==> config.mk <==
export PLATFORM = sky130hd
export DESIGN_NAME = menu_overlay
export DESIGN_NICKNAME = d
export VERILOG_FILES = /design/src/rtl/menu_overlay.sv
export SDC_FILE = /design/constraint.sdc
export NUM_CORES = 1
export LEC_CHECK = 0
export BUFFER_PORTS_ARGS = -buffer_cell sky130_fd_sc_hd__buf_4
export CORE_MARGIN = 1.5
export CORE_UTILIZATION = 35
export DETAILED_ROUTE_END_ITERATION = 8
export GPL_TIMING_DRIVEN = 1
export SYNTH_ARGS = -nofsm -noshare
export SYNTH_HDL_FRONTEND = slang
export SYNTH_SLANG_ARGS = --single-unit
export TNS_END_PERCENT = 20
==> constraint.sdc <==
create_clock -name clock -period 5.7 [get_ports clock]
set_input_delay 0.285 -clock clock [delete_from_list [all_inputs] [get_ports clock]]
set_output_delay 0.285 -clock clock [all_outputs]
set_load 0.01 [all_outputs]
==> src/rtl/menu_overlay.sv <==
// Start-menu layer: stacked selectable boxes, debounced cursor buttons,
// select flash, then a one-cycle start pulse to the game controller.
//
// state   | meaning
// IDLE    | layer off, RGB 0, waiting for enable
// MENU    | boxes drawn, up/down move cursor, select confirms
// CONFIRM | chosen box flashes once per frame, start pulses when done
module menu_overlay #(
  parameter int          ITEMS           = 3,
  parameter int          H_ACTIVE        = 640,
  parameter int          V_ACTIVE        = 480,
  parameter int          ITEM_X          = 220,
  parameter int          ITEM_W          = 200,
  parameter int          ITEM_Y0         = 140,
  parameter int          ITEM_H          = 40,
  parameter int          ITEM_GAP        = 20,
  parameter int          DEBOUNCE_CYCLES = 250000,
  parameter int          FLASH_FRAMES    = 16,
  parameter logic [7:0]  BG_COLOR        = 8'h02,
  parameter logic [7:0]  ITEM_COLOR      = 8'h92,
  parameter logic [7:0]  SEL_COLOR       = 8'hFC
) (
  input  logic                       clock,
  input  logic                       reset,
  input  logic [9:0]                 hcount,
  input  logic [9:0]                 vcount,
  input  logic                       enable,
  input  logic                       btn_up,
  input  logic                       btn_down,
  input  logic                       btn_select,
  output logic [2:0]                 red,
  output logic [2:0]                 green,
  output logic [1:0]                 blue,
  output logic                       layer,
  output logic [$clog2(ITEMS)-1:0]   selection,
  output logic                       start
);

  localparam int SW = $clog2(ITEMS);
  localparam int CW = $clog2(DEBOUNCE_CYCLES + 1);
  localparam int FW = $clog2(FLASH_FRAMES + 1);
  localparam logic [CW-1:0] DB_LIMIT   = CW'(DEBOUNCE_CYCLES);
  localparam logic [FW-1:0] FLASH_LAST = FW'(FLASH_FRAMES - 1);
  localparam logic [SW-1:0] SEL_MAX    = SW'(ITEMS - 1);

  typedef enum logic [1:0] {S_IDLE, S_MENU, S_CONFIRM} state_t;

  // button index: 0 up, 1 down, 2 select
  logic [2:0]    btn_raw;
  logic [2:0]    sync1_q, sync2_q;
  logic [2:0]    deb_q, deb_d;
  logic [2:0]    press_q, press_d;
  logic [CW-1:0] cnt_q [3];
  logic [CW-1:0] cnt_d [3];

  state_t        state_q, state_d;
  logic [SW-1:0] sel_q, sel_d;
  logic [FW-1:0] flash_q, flash_d;
  logic          phase_q, phase_d;
  logic          start_q, start_d;
  logic [7:0]    pix_q, pix_d;
  logic          layer_q, layer_d;

  logic          frame_start;
  logic          hit;
  logic [SW-1:0] hit_idx;
  logic [10:0]   hc11, vc11;

  assign btn_raw     = {btn_select, btn_down, btn_up};
  assign frame_start = (hcount == 10'd0) && (vcount == 10'd0);
  assign hc11        = {1'b0, hcount};
  assign vc11        = {1'b0, vcount};

  function automatic logic [10:0] item_top(input int i);
    return 11'(ITEM_Y0 + i * (ITEM_H + ITEM_GAP));
  endfunction

  // Debounce: accept a new level after DEBOUNCE_CYCLES mismatching cycles; strobe on rising accept
  always_comb begin
    deb_d   = deb_q;
    press_d = '0;
    for (int b = 0; b < 3; b++) begin
      cnt_d[b] = '0;
      if (sync2_q[b] != deb_q[b]) begin
        if (cnt_q[b] == DB_LIMIT) begin
          deb_d[b]   = sync2_q[b];
          press_d[b] = sync2_q[b];
        end else begin
          cnt_d[b] = cnt_q[b] + 1'b1;
        end
      end
    end
  end

  // Next-state logic: cursor movement, confirm flash counting, start pulse
  always_comb begin
    state_d = state_q;
    sel_d   = sel_q;
    flash_d = flash_q;
    phase_d = phase_q;
    start_d = 1'b0;
    case (state_q)
      S_IDLE: begin
        if (enable) state_d = S_MENU;
      end
      S_MENU: begin
        if (!enable) begin
          state_d = S_IDLE;
        end else if (press_q[2]) begin
          state_d = S_CONFIRM;
          flash_d = '0;
          phase_d = 1'b1;
        end else if (press_q[0] && !press_q[1]) begin
          sel_d = (sel_q == '0) ? SEL_MAX : sel_q - 1'b1;
        end else if (press_q[1] && !press_q[0]) begin
          sel_d = (sel_q == SEL_MAX) ? '0 : sel_q + 1'b1;
        end
      end
      S_CONFIRM: begin
        if (!enable) begin
          state_d = S_IDLE;
        end else if (frame_start) begin
          phase_d = ~phase_q;
          flash_d = flash_q + 1'b1;
          if (flash_q == FLASH_LAST) begin
            start_d = 1'b1;
            state_d = S_IDLE;
          end
        end
      end
      default: state_d = S_IDLE;
    endcase
  end

  // Pixel colour for the current hcount/vcount, registered one cycle later
  always_comb begin
    hit     = 1'b0;
    hit_idx = '0;
    for (int i = 0; i < ITEMS; i++) begin
      if (hc11 >= 11'(ITEM_X) && hc11 < 11'(ITEM_X + ITEM_W) &&
          vc11 >= item_top(i) && vc11 < item_top(i) + 11'(ITEM_H)) begin
        hit     = 1'b1;
        hit_idx = SW'(i);
      end
    end
    layer_d = (state_q != S_IDLE);
    if (state_q == S_IDLE || hc11 >= 11'(H_ACTIVE) || vc11 >= 11'(V_ACTIVE)) begin
      pix_d = 8'h00;
    end else if (hit && hit_idx == sel_q) begin
      pix_d = (state_q == S_CONFIRM && !phase_q) ? BG_COLOR : SEL_COLOR;
    end else if (hit) begin
      pix_d = ITEM_COLOR;
    end else begin
      pix_d = BG_COLOR;
    end
  end

  // State and output registers
  always_ff @(posedge clock or posedge reset) begin
    if (reset) begin
      sync1_q <= '0;
      sync2_q <= '0;
      deb_q   <= '0;
      press_q <= '0;
      for (int b = 0; b < 3; b++) cnt_q[b] <= '0;
      state_q <= S_IDLE;
      sel_q   <= '0;
      flash_q <= '0;
      phase_q <= 1'b0;
      start_q <= 1'b0;
      pix_q   <= '0;
      layer_q <= 1'b0;
    end else begin
      sync1_q <= btn_raw;
      sync2_q <= sync1_q;
      deb_q   <= deb_d;
      press_q <= press_d;
      for (int b = 0; b < 3; b++) cnt_q[b] <= cnt_d[b];
      state_q <= state_d;
      sel_q   <= sel_d;
      flash_q <= flash_d;
      phase_q <= phase_d;
      start_q <= start_d;
      pix_q   <= pix_d;
      layer_q <= layer_d;
    end
  end

  assign {red, green, blue} = pix_q;
  assign layer              = layer_q;
  assign selection          = sel_q;
  assign start              = start_q;

endmodule

Word-level counts from Yosys, hierarchy flattened
Cells that the tools add are included.
{"block": "totals", "in_bits": 26, "output_inout_bits": 12, "register_bits": 86}
{"block": "classes", "order_cmp": 10, "n_eq_ne": 19, "n_mux": 46, "n_bitwise": 2, "add_sub_neg": 6, "n_reduce_logical": 30}
{"op": "18-bit 2-to-1 mux", "count": 6}
{"op": "18-bit by 1-bit adder with 18-bit output, second input constant", "count": 3}
{"op": "18-bit == test, second input constant", "count": 3}
{"op": "8-bit 2-to-1 mux", "count": 4}
{"op": "10-bit by 8-bit >= comparator with 1-bit output, second input constant", "count": 3}
{"op": "2-bit 2-to-1 mux", "count": 11}
{"op": "10-bit by 9-bit >= comparator with 1-bit output, second input constant", "count": 2}
{"op": "10-bit zero test", "count": 2}
{"op": "10-bit by 8-bit < comparator with 1-bit output, second input constant", "count": 2}
{"op": "10-bit by 9-bit < comparator with 1-bit output, second input constant", "count": 2}
{"op": "5-bit 2-to-1 mux", "count": 4}
{"op": "1-bit 2-to-1 mux", "count": 18}
{"op": "1-bit logical AND", "count": 12}
{"op": "10-bit >= comparator, second input constant", "count": 1}
{"op": "2-bit inequality test, second input constant", "count": 5}
{"op": "5-bit case mux with 2 select lines", "count": 1}
{"op": "3-bit inequality test, second input constant", "count": 3}
{"op": "4-bit AND reduction", "count": 2}
{"op": "2-bit case mux with 3 select lines", "count": 1}
{"op": "2-bit AND reduction", "count": 3}
{"op": "2-bit nonzero test", "count": 3}
{"op": "5-bit by 1-bit adder with 5-bit output, second input constant", "count": 1}
{"op": "5-bit by 4-bit == test with 1-bit output, second input constant", "count": 1}
{"op": "5-bit AND reduction", "count": 1}
{"op": "11 further kinds", "count": 19}

Logic depth before layout (Yosys ltp)
Gate-level depths: netlist (run 1).
{"block": "logic_depth", "word_depth": 10, "mapped_depth": 8}

Least setup slack after synthesis (run 1)
No wires, ideal clock.
{"block": "synth_timing", "path_type": "register -> register", "startpoint": "register cnt_q[44] (netlist name)", "endpoint": "register cnt_q[46] (netlist name)", "period_less_slack_ps": 1669, "required_ps": 5581, "setup_time_ps": 119, "slack_ps": 4031, "t_arrival_ps": 1550, "path_stages_with_launch": 7, "cell_sequence": "dfrtp_1 -> or4b_1 -> nor3_1 -> nand4_1 -> nand2_2 -> buf_6 -> nor2_1"}
{"element": "start, declared", "line": "53", "rtl": "logic [CW-1:0] cnt_q [3];"}

==> impl_metrics.py, run 1 <==
metrics = {
    "clocking": {
        "htree_levels": 3,
        "cts_made_buffers": 9,
        "tritoncts": "built",
        "root_buffer": "clkbuf_16",
        "cts_setup_buffers": 0,
        "clk_latency_ns": 0.33,
        "cts_resized": 0,
        "clk_pin_slew_ns": 0.06,
        "clock_sinks": 81,
        "ctsLongestPathBuffers": 2,
        "cts_hold_buf": 0,
    },
    "yosys": {
        "syn_nets": 440,
        "syn_area_per_cell_um2": 10.14,
        "synth_edf_count": 0,
        "yosysTopAreaCell": "dfrtp_1",
        "synth_warnings": 0,
        "syn-cell-area_mm2": 0.004078,
        "ys_async_sr_fraction": 1.000,
        "ys_seq_area_frac": 0.4971,
        "synth_compound_area_frac": 0.02854,
        "synth_top_family_by_area": "simple AND/OR/NAND/NOR gates",
        "synth-simple-area-share": 0.2670,
        "dominantRegCellSynth": "dfrtp_1",
        "synth_top_cell_area_share": 0.4971,
        "syn_inst": 402,
        "muxShareOfSynthArea": 0.02301,
        "ys_seq_elements": 81,
        "synth_fa_ha_area_frac": 0.03682,
        "synth_xor_area_frac": 0.1160,
        "yosys-top-cells-area": "dfrtp_1 (50%), nor2_1 (6.1%), xor2_1 (6.0%)",
        "synth.distinct_cells": 47,
    },
    "place": {
        "port_buffers": 36,
        "dp_hpwl_mm": 4.956,
        "gp_congestion": 0.7733,
        "pre_cts_slack_ns": 3.815,
    },
    "timing": {
        "fin_tns_setup_ns": 0,
        "setup_viol": 0,
        "fin_crit_ns": 1.888,
        "period_share": 0.3312,
        "hold_violations": 0,
        "rsz0062_at_grt": "false",
        "relSlewSlack": 0.3264,
        "finClkSkew_ns": 0.004795,
        "finalMaxSlewViolations": 0,
        "worst_slew_pin_slew_ns": 1.010,
        "max_freq_mhz": 529.8,
        "finalWorstSetupSlack_ns": 3.812,
    },
    "global_routing": {
        "grt_start_max_net_pins": 82,
        "grt_pass1_vias": 2878,
        "grt-ovfl-total": 0,
        "groute.usage.overall": 0.1276,
        "grt_first_pass_wirelength_mm": 13.12,
        "antenna_found_initial": 0,
    },
    "floorplanning": {
        "core-area_mm2": 0.01137,
        "die_y_um": 110.9,
        "start_util": 0.3586,
        "io_pins": 38,
        "die-area_mm2": 0.01231,
        "fp-row-count": 39,
        "die_w_um": 110.9,
    },
    "run_status": {
        "status": "completed",
    },
    "layout": {
        "diodes": 0,
        "final_common_cell": "dfrtp_1",
        "finalNetCount": 479,
        "drive_gt1_frac": 0.1525,
        "area_growth_pct": 17.40,
        "nFillCells": 1106,
        "final_cell_mix": "dfrtp_1 (81), nor2_1 (66), buf_4 (37), nand2_1 (33), xor2_1 (28)",
    },
    "power": {
        "leakage_nw": 2.133,
        "p_per_area_mw_per_mm2": 266.1,
        "peakVddDrop_v": 0.0001514,
    },
    "setup_path": {
        "cp-end-kind": "flop",
        "rr_worst_depth": 5,
        "path_max_fanout": 17,
        "timing.rr.start": "cnt_q[44]",
        "criticalPathCategory": "flop to flop",
        "rrSetupSlack_ns": 3.81,
        "arrival_ns": 2.09,
        "critPathLaunchType": "flop",
        "rr_endpoint": "cnt_q[52]",
        "cp_data_required_time_ns": 5.91,
    },
    "worst_hold_path": {
        "holdPathStages": 1,
        "whs_endpoint": "sync1_q[0]",
        "hold_path.class": "input port to flop",
        "hold_start": "btn_up",
    },
    "job": {
        "drv_cap": 0,
    },
    "route": {
        "drc": 0,
        "drt-initial-drc-count": 88,
        "routedWlPerCell_um": 12.33,
        "ant_nets": 0,
        "vias": 2924,
        "via_per_inst": 4.964,
        "totalWireLength_mm": 7.260,
        "firstDrtPassIters": 5,
    },
}
## power breakdown
part           internal, W  switching [W]  leakage [nW]
Combinational    0.0000261      0.0000363         0.878
Sequential        0.000583     0.00000974          1.10
Clock             0.000383       0.000235         0.155
## final cells by class
type                       instances  area [um2]  share of cell area
clock inverter                     7       95.09             0.01986
inverter                          15       57.56             0.01202
clock buffer                       9       225.2             0.04705
multi-input combinational        297        1926              0.4022
timing repair buffer              37       277.8             0.05802
tap                              143       178.9             0.03738
sequential                        81        2027              0.4234
## registers in the layout (all words and copies together) (netlist names)
register	cells
layer	1
phase_q	1
press_q	3
selection	2
state_q	2
deb_q	3
sync1_q	3
cnt_q	54
flash_q	5
sync2_q	3
pix_q	3
start	1
## per-stage QoR
step                 power, W  cells    util  cell area (um2)  hold WS [ns]
floorplan           0.0006387    402       -             4078        0.3164
global placement    0.0006659    573  0.3929             4467        0.3358
detailed placement  0.0006675    573  0.3929             4467        0.3355
CTS                  0.001290    589  0.4210             4787       0.04500
global route         0.001317    589  0.4210             4787       0.04549
finish               0.001274    589  0.4210             4787       0.05530
## per-layer routing
metal,vias to the layer above,part of all wire,routed length [um],GRT usage
met5,-,0,0,0
met4,0,0.0091,66,0.02821
met3,6,0.029,209,0.03445
met2,28,0.46,3373,0.2078
met1,1430,0.50,3611,0.1708
li1,1460,-,-,-
## logic make-up (layout without fill, tap and decap cells)
logic type | Yosys count | after routing
buffers and inverters | 24 | 68
DFF | 81 | 81
AOI/OAI and AO/OA | 15 | 15
muxes | 9 | 9
other | 1 | 1
xor gates and xnor gates | 54 | 54
adders and majority gates | 12 | 12
and+or+nand+nor | 206 | 206
## worst max-delay path by stage
stage / startpoint / endpoint / slack (ns)
floorplan: reset / cnt_q[0] / 3.33
global placement: cnt_q[44] / cnt_q[44] / 3.82
detailed placement: cnt_q[44] / cnt_q[49] / 3.82
CTS: cnt_q[44] / cnt_q[52] / 3.81
global route: cnt_q[10] / cnt_q[14] / 3.61
finish: cnt_q[44] / cnt_q[52] / 3.81
## cells in the mapped netlist, types with 2 or more instances
| library cell | number |
|---|---|
| nor4bb_1 | 2 |
| mux2_2 | 3 |
| o21ai_0 | 5 |
| or4b_1 | 2 |
| nand4b_1 | 2 |
| nor4b_1 | 3 |
| xor2_1 | 28 |
| buf_4 | 5 |
| dfrtp_1 | 81 |
| inv_1 | 15 |
| a21oi_1 | 4 |
| and3_1 | 13 |
| nand3_1 | 23 |
| nand3b_1 | 2 |
| ha_1 | 12 |
| nor4_1 | 9 |
| nor3b_1 | 4 |
| nand2_2 | 2 |
| nand2_1 | 33 |
| and4_1 | 5 |
| nor3_1 | 15 |
| nand4_1 | 12 |
| xnor2_1 | 26 |
| nor2_1 | 66 |
| buf_6 | 2 |
| nand4_2 | 2 |
| mux2i_1 | 6 |
## critical path, cell delays in order (launching register included)
cell and delay (ns):
dfrtp_1 0.44, or4b_1 0.51, nor3_1 0.15, nand4_1 0.22, nand2_2 0.34, nor2_1 0.09
Note: power is estimated with default switching activity, not from simulation.
==> run 2: changes to the inputs <==
==> constraint.sdc (replaced) <==
create_clock -name clock -period 1.82 [get_ports clock]
set_input_delay 0.091 -clock clock [delete_from_list [all_inputs] [get_ports clock]]
set_output_delay 0.091 -clock clock [all_outputs]
set_load 0.01 [all_outputs]
==> impl_metrics.py, run 2 (synthesis results as in run 1) <==
metrics = {
    "worst_hold_path": {
        "hold_path.class": "input port to flop",
    },
    "timing": {
        "worst_slew_pin_slew_ns": 0.5968,
        "finalMaxSlewViolations": 0,
        "max_freq_mhz": 564.3,
        "setup_viol": 0,
        "period_share": 0.9738,
        "fin_crit_ns": 1.772,
        "relSlewSlack": 0.6008,
        "hold_violations": 0,
        "fin_worst_hold_slack_ns": 0.04814,
        "finClkSkew_ns": 0.008817,
        "fin_tns_setup_ns": 0,
    },
    "route": {
        "via_per_inst": 4.941,
        "drc": 0,
        "vias": 3014,
        "routedWlPerCell_um": 12.49,
        "drt-initial-drc-count": 126,
        "ant_nets": 0,
        "totalWireLength_mm": 7.616,
        "firstDrtPassIters": 4,
    },
    "clocking": {
        "ctsLongestPathBuffers": 2,
        "clk_latency_ns": 0.33,
        "cts_made_buffers": 9,
        "tritoncts": "built",
        "root_buffer": "clkbuf_16",
        "clock_sinks": 81,
        "htree_levels": 3,
        "clk_pin_slew_ns": 0.07,
    },
    "layout": {
        "finalNonFillerCells": 610,
        "largest_reg_flops": 54,
        "finalNetCount": 500,
        "diodes": 0,
        "final_cell_mix": "dfrtp_1 (81), nor2_1 (66), buf_4 (51), nand2_1 (33), xor2_1 (28)",
        "drive_gt1_frac": 0.1820,
        "nFillCells": 1054,
        "area_growth_pct": 22.40,
        "top_regs": "cnt_q x54, flash_q x5",
        "final_common_cell": "dfrtp_1",
        "multi_input_comb_area_mm2": 0.001942,
        "utilization": 0.4390,
        "seqCellArea_mm2": 0.002027,
        "top_register": "cnt_q",
    },
    "setup_path": {
        "critPathLaunchType": "flop",
        "cp_data_required_time_ns": 2.03,
        "criticalPathCategory": "flop to flop",
        "arrival_ns": 1.98,
        "path_max_fanout": 5,
        "cp-end-kind": "flop",
    },
    "global_routing": {
        "grt-ovfl-total": 0,
        "groute.usage.overall": 0.1273,
        "grt_pass1_vias": 2944,
        "antenna_found_initial": 0,
        "grt_first_pass_wirelength_mm": 13.07,
        "grt_start_max_net_pins": 82,
    },
    "place": {
        "placed_cells": 587,
        "port_buffers": 36,
        "dp_hpwl_mm": 5.200,
        "gp_congestion": 0.7529,
    },
    "run_status": {
        "status": "completed",
    },
    "power": {
        "p_per_area_mw_per_mm2": 813.5,
        "seqPwrFrac": 0.457,
        "pwr-share-comb": 0.054,
        "finalPower_w": 0.004060,
        "peakVddDrop_v": 0.0005002,
        "clkPwrFrac": 0.489,
        "swShare": 0.2240,
        "p_int_w": 0.003151,
        "leakage_nw": 2.247,
        "switchingPower_w": 0.0009093,
    },
    "floorplanning": {
        "io_pins": 38,
        "die_y_um": 110.9,
        "die-area_mm2": 0.01231,
        "die_w_um": 110.9,
        "start_util": 0.3586,
        "fp-row-count": 39,
        "core-area_mm2": 0.01137,
    },
    "job": {
        "drv_cap": 0,
    },
}
[run 2: changes by cell type in the layout (fill, tap and decap cells not counted), sizes merged]
cell	change
buf	+16
clkinv	-5
inv	+5
dlygate4sd3	+4
nand2	+1
[run 2: critical path, stage by stage (launching register included)]
cell and delay [ns]:
dfrtp_1 0.37, or4b_1 0.51, nor3_1 0.19, nand4_1 0.12
buf_4 0.19, mux2_2 0.27
[run 2: routing by layer]
| metal | part of all wire | global-route usage |
|---|---|---|
| met5 | 0 | 0 |
| met2 | 0.49 | 0.2107 |
| met1 | 0.48 | 0.1639 |
| met4 | 0.0095 | 0.03333 |
| met3 | 0.025 | 0.03663 |
[run 2: cell type report]
type / count / area share
Clock buffer: 9 / 0.04512
Sequential cell: 81 / 0.4061
Timing Repair Buffer: 57 / 0.09100
Inverter: 15 / 0.01203
Clock inverter: 7 / 0.02081
Multi-Input combinational cell: 298 / 0.3891
Tap cell: 143 / 0.03585
[run 2: path summary, 6_finish.rpt]
check	start	end	slack, ns	depth (start not counted)
max	cnt_q[47]	deb_q[0]	0.05	5
min	enable	state_q[0]	0.05	3
max reg2reg	cnt_q[47]	deb_q[0]	0.05	5
min reg2reg	sync1_q[1]	sync2_q[1]	0.36	0
max in group asynchronous	reset	cnt_q[40]	1.06	4
min in group asynchronous	reset	start	0.42	4
[run 2: what timing repair did]
action	in CTS	in global routing
setup endpoints to repair	0	27
gates resized for setup	0	3
hold buffers	4	0
setup buffers	0	2
hold endpoints to repair	84	0
[run 2: power groups by stage]
stage	Clock [W]	Combinational, W	Sequential (W)
after floorplan	0	0.000117	0.00188
after global placement	0	0.000209	0.00189
after detailed placement	0	0.000214	0.00189
after CTS	0.00206	0.000220	0.00185
after global routing	0.00213	0.000248	0.00186
final	0.00199	0.000219	0.00185
[run 2: through the flow]
stage	instance area (um2)	worst slack, ns
3_5_place_dp	4587	0.01438
3_3_place_gp	4587	0.07283
5_1_grt	4991	-0.01179
6_report	4991	0.04774
2_1_floorplan	4081	0.1510
4_1_cts	4956	0.007048
==> run 3: changes to the inputs <==
--- a/config.mk
+++ b/config.mk
@@ -6,6 +6,7 @@
 export NUM_CORES = 1
 export LEC_CHECK = 0
 export BUFFER_PORTS_ARGS = -buffer_cell sky130_fd_sc_hd__buf_4
+export CORE_ASPECT_RATIO = 0.9
 export CORE_MARGIN = 1.5
 export CORE_UTILIZATION = 35
 export DETAILED_ROUTE_END_ITERATION = 8
==> impl_metrics.py, run 3 (synthesis results as in run 1) <==
metrics = {
    "timing": {
        "finalMaxSlewViolations": 0,
        "finalWorstSetupSlack_ns": 0.03764,
        "period_share": 0.9793,
        "max_freq_mhz": 561.1,
        "worst_slew_pin_slew_ns": 0.6203,
        "setup_viol": 0,
        "rsz0062_at_grt": "true",
        "relSlewSlack": 0.5856,
        "finClkSkew_ns": 0.002998,
        "hold_violations": 0,
        "fin_crit_ns": 1.782,
    },
    "global_routing": {
        "grt_first_pass_wirelength_mm": 13.27,
        "grt-ovfl-total": 0,
        "antenna_found_initial": 0,
        "groute.usage.overall": 0.1342,
        "grt_start_max_net_pins": 41,
        "grt_pass1_vias": 3018,
    },
    "layout": {
        "finalNetCount": 504,
        "top_regs": "cnt_q x54, flash_q x5",
        "diodes": 0,
        "final_cell_mix": "dfrtp_1 (81), nor2_1 (66), buf_4 (56), nand2_1 (33), xor2_1 (28)",
        "area_growth_pct": 23.23,
        "final_common_cell": "dfrtp_1",
        "fin_area_mm2": 0.005025,
        "largest_reg_flops": 54,
        "drive_gt1_frac": 0.1953,
        "top_register": "cnt_q",
        "finalNonFillerCells": 627,
    },
    "setup_path": {
        "cp_data_required_time_ns": 2.02,
        "cp-end-kind": "flop",
        "arrival_ns": 1.99,
        "criticalPathCategory": "flop to flop",
        "path_max_fanout": 5,
        "critPathLaunchType": "flop",
    },
    "route": {
        "ant_nets": 0,
        "totalWireLength_mm": 7.726,
        "firstDrtPassIters": 4,
        "drt-initial-drc-count": 102,
        "drc": 0,
        "routedWlPerCell_um": 12.32,
        "via_per_inst": 4.758,
        "vias": 2983,
    },
    "floorplanning": {
        "io_pins": 38,
        "die_y_um": 105.4,
        "fp-row-count": 37,
        "core-area_mm2": 0.01139,
        "start_util": 0.3581,
        "die_w_um": 116.8,
        "die-area_mm2": 0.01231,
    },
    "job": {
        "drv_cap": 0,
    },
    "place": {
        "placed_area_mm2": 0.004633,
        "gp_congestion": 0.7827,
        "placed_cells": 604,
        "pre_cts_slack_ns": -0.01355,
        "port_buffers": 36,
        "dp_hpwl_mm": 5.426,
    },
    "run_status": {
        "status": "completed",
    },
    "worst_hold_path": {
        "hold_path.class": "input port to flop",
    },
    "clocking": {
        "clk_latency_ns": 0.33,
        "ctsLongestPathBuffers": 2,
        "root_buffer": "clkbuf_16",
        "cts_made_buffers": 9,
        "clock_sinks": 81,
        "htree_levels": 3,
        "tritoncts": "built",
        "clk_pin_slew_ns": 0.06,
    },
    "power": {
        "p_per_area_mw_per_mm2": 778.2,
        "leakage_nw": 2.255,
        "peakVddDrop_v": 0.0005296,
    },
}
## run 3: cell count changes in the layout (fill, tap and decap cells not counted), moves of 2 or more
cell	change
inv_6	-3
nor3_1	-2
clkinvlp_4	+2
buf_4	+5
nor3_2	+2
## run 3: power by group
group | switching, W | total [W] | internal, W
registers | 0.0000278 | 0.00185 | 0.00183
logic | 0.000123 | 0.000227 | 0.000104
clock network | 0.000718 | 0.00183 | 0.00111
## run 3: worst max-delay path, cell delays in order (launching register included)
cell     delay [ns]
dfrtp_1        0.38
or4b_1         0.51
nor3_1         0.15
nand4_1        0.12
buf_4          0.18
nor3b_1        0.32
## run 3: layout make-up
type                            count  area [um2]
Sequential cell                    81        2027
Inverter                           15       60.06
Multi-Input combinational cell    298        1957
Timing Repair Buffer               61       480.5
Clock buffer                       11       242.7
Clock inverter                      5       62.56
Tap cell                          156       195.2
Fill cell                        1128        6364
## run 3: what timing repair did
action	CTS	global route
setup endpoints to repair	16	51
hold endpoints to repair	29	0
pin swaps	0	5
hold buffers	4	0
buffers inserted	0	2
cloned	0	1
resized for setup	1	4
## run 3: path summary, 6_finish.rpt
check	cells after the start	start	slack, ns	end
hold / removal	3	enable	0.05	state_q[0]
setup reg to reg	5	cnt_q[10]	0.04	press_q[2]
setup / recovery	5	cnt_q[10]	0.04	press_q[2]
max in group asynchronous	4	reset	0.80	cnt_q[10]
min in group asynchronous	3	reset	0.40	flash_q[2]
hold reg to reg	0	sync1_q[2]	0.35	sync2_q[2]
## run 3: metal layers
metal  global-route usage  up-vias  share of wire
li1                     -     1504              -
met2               0.2197       39           0.47
met5                    0        -              0
met3              0.03910       10          0.039
met4              0.03356        0          0.011
met1               0.1741     1430           0.48
## run 3: stage by stage
stage                 util  total power [W]  hold slack (ns)  setup TNS (ns)
global route        0.4412         0.004071          0.04831         -0.1026
CTS                 0.4376         0.003964          0.04570               0
global placement    0.4068         0.002104           0.2017               0
detailed placement  0.4068         0.002109           0.2016        -0.01755
floorplan                -         0.002001           0.1224               0
finish              0.4412         0.003910          0.04894               0
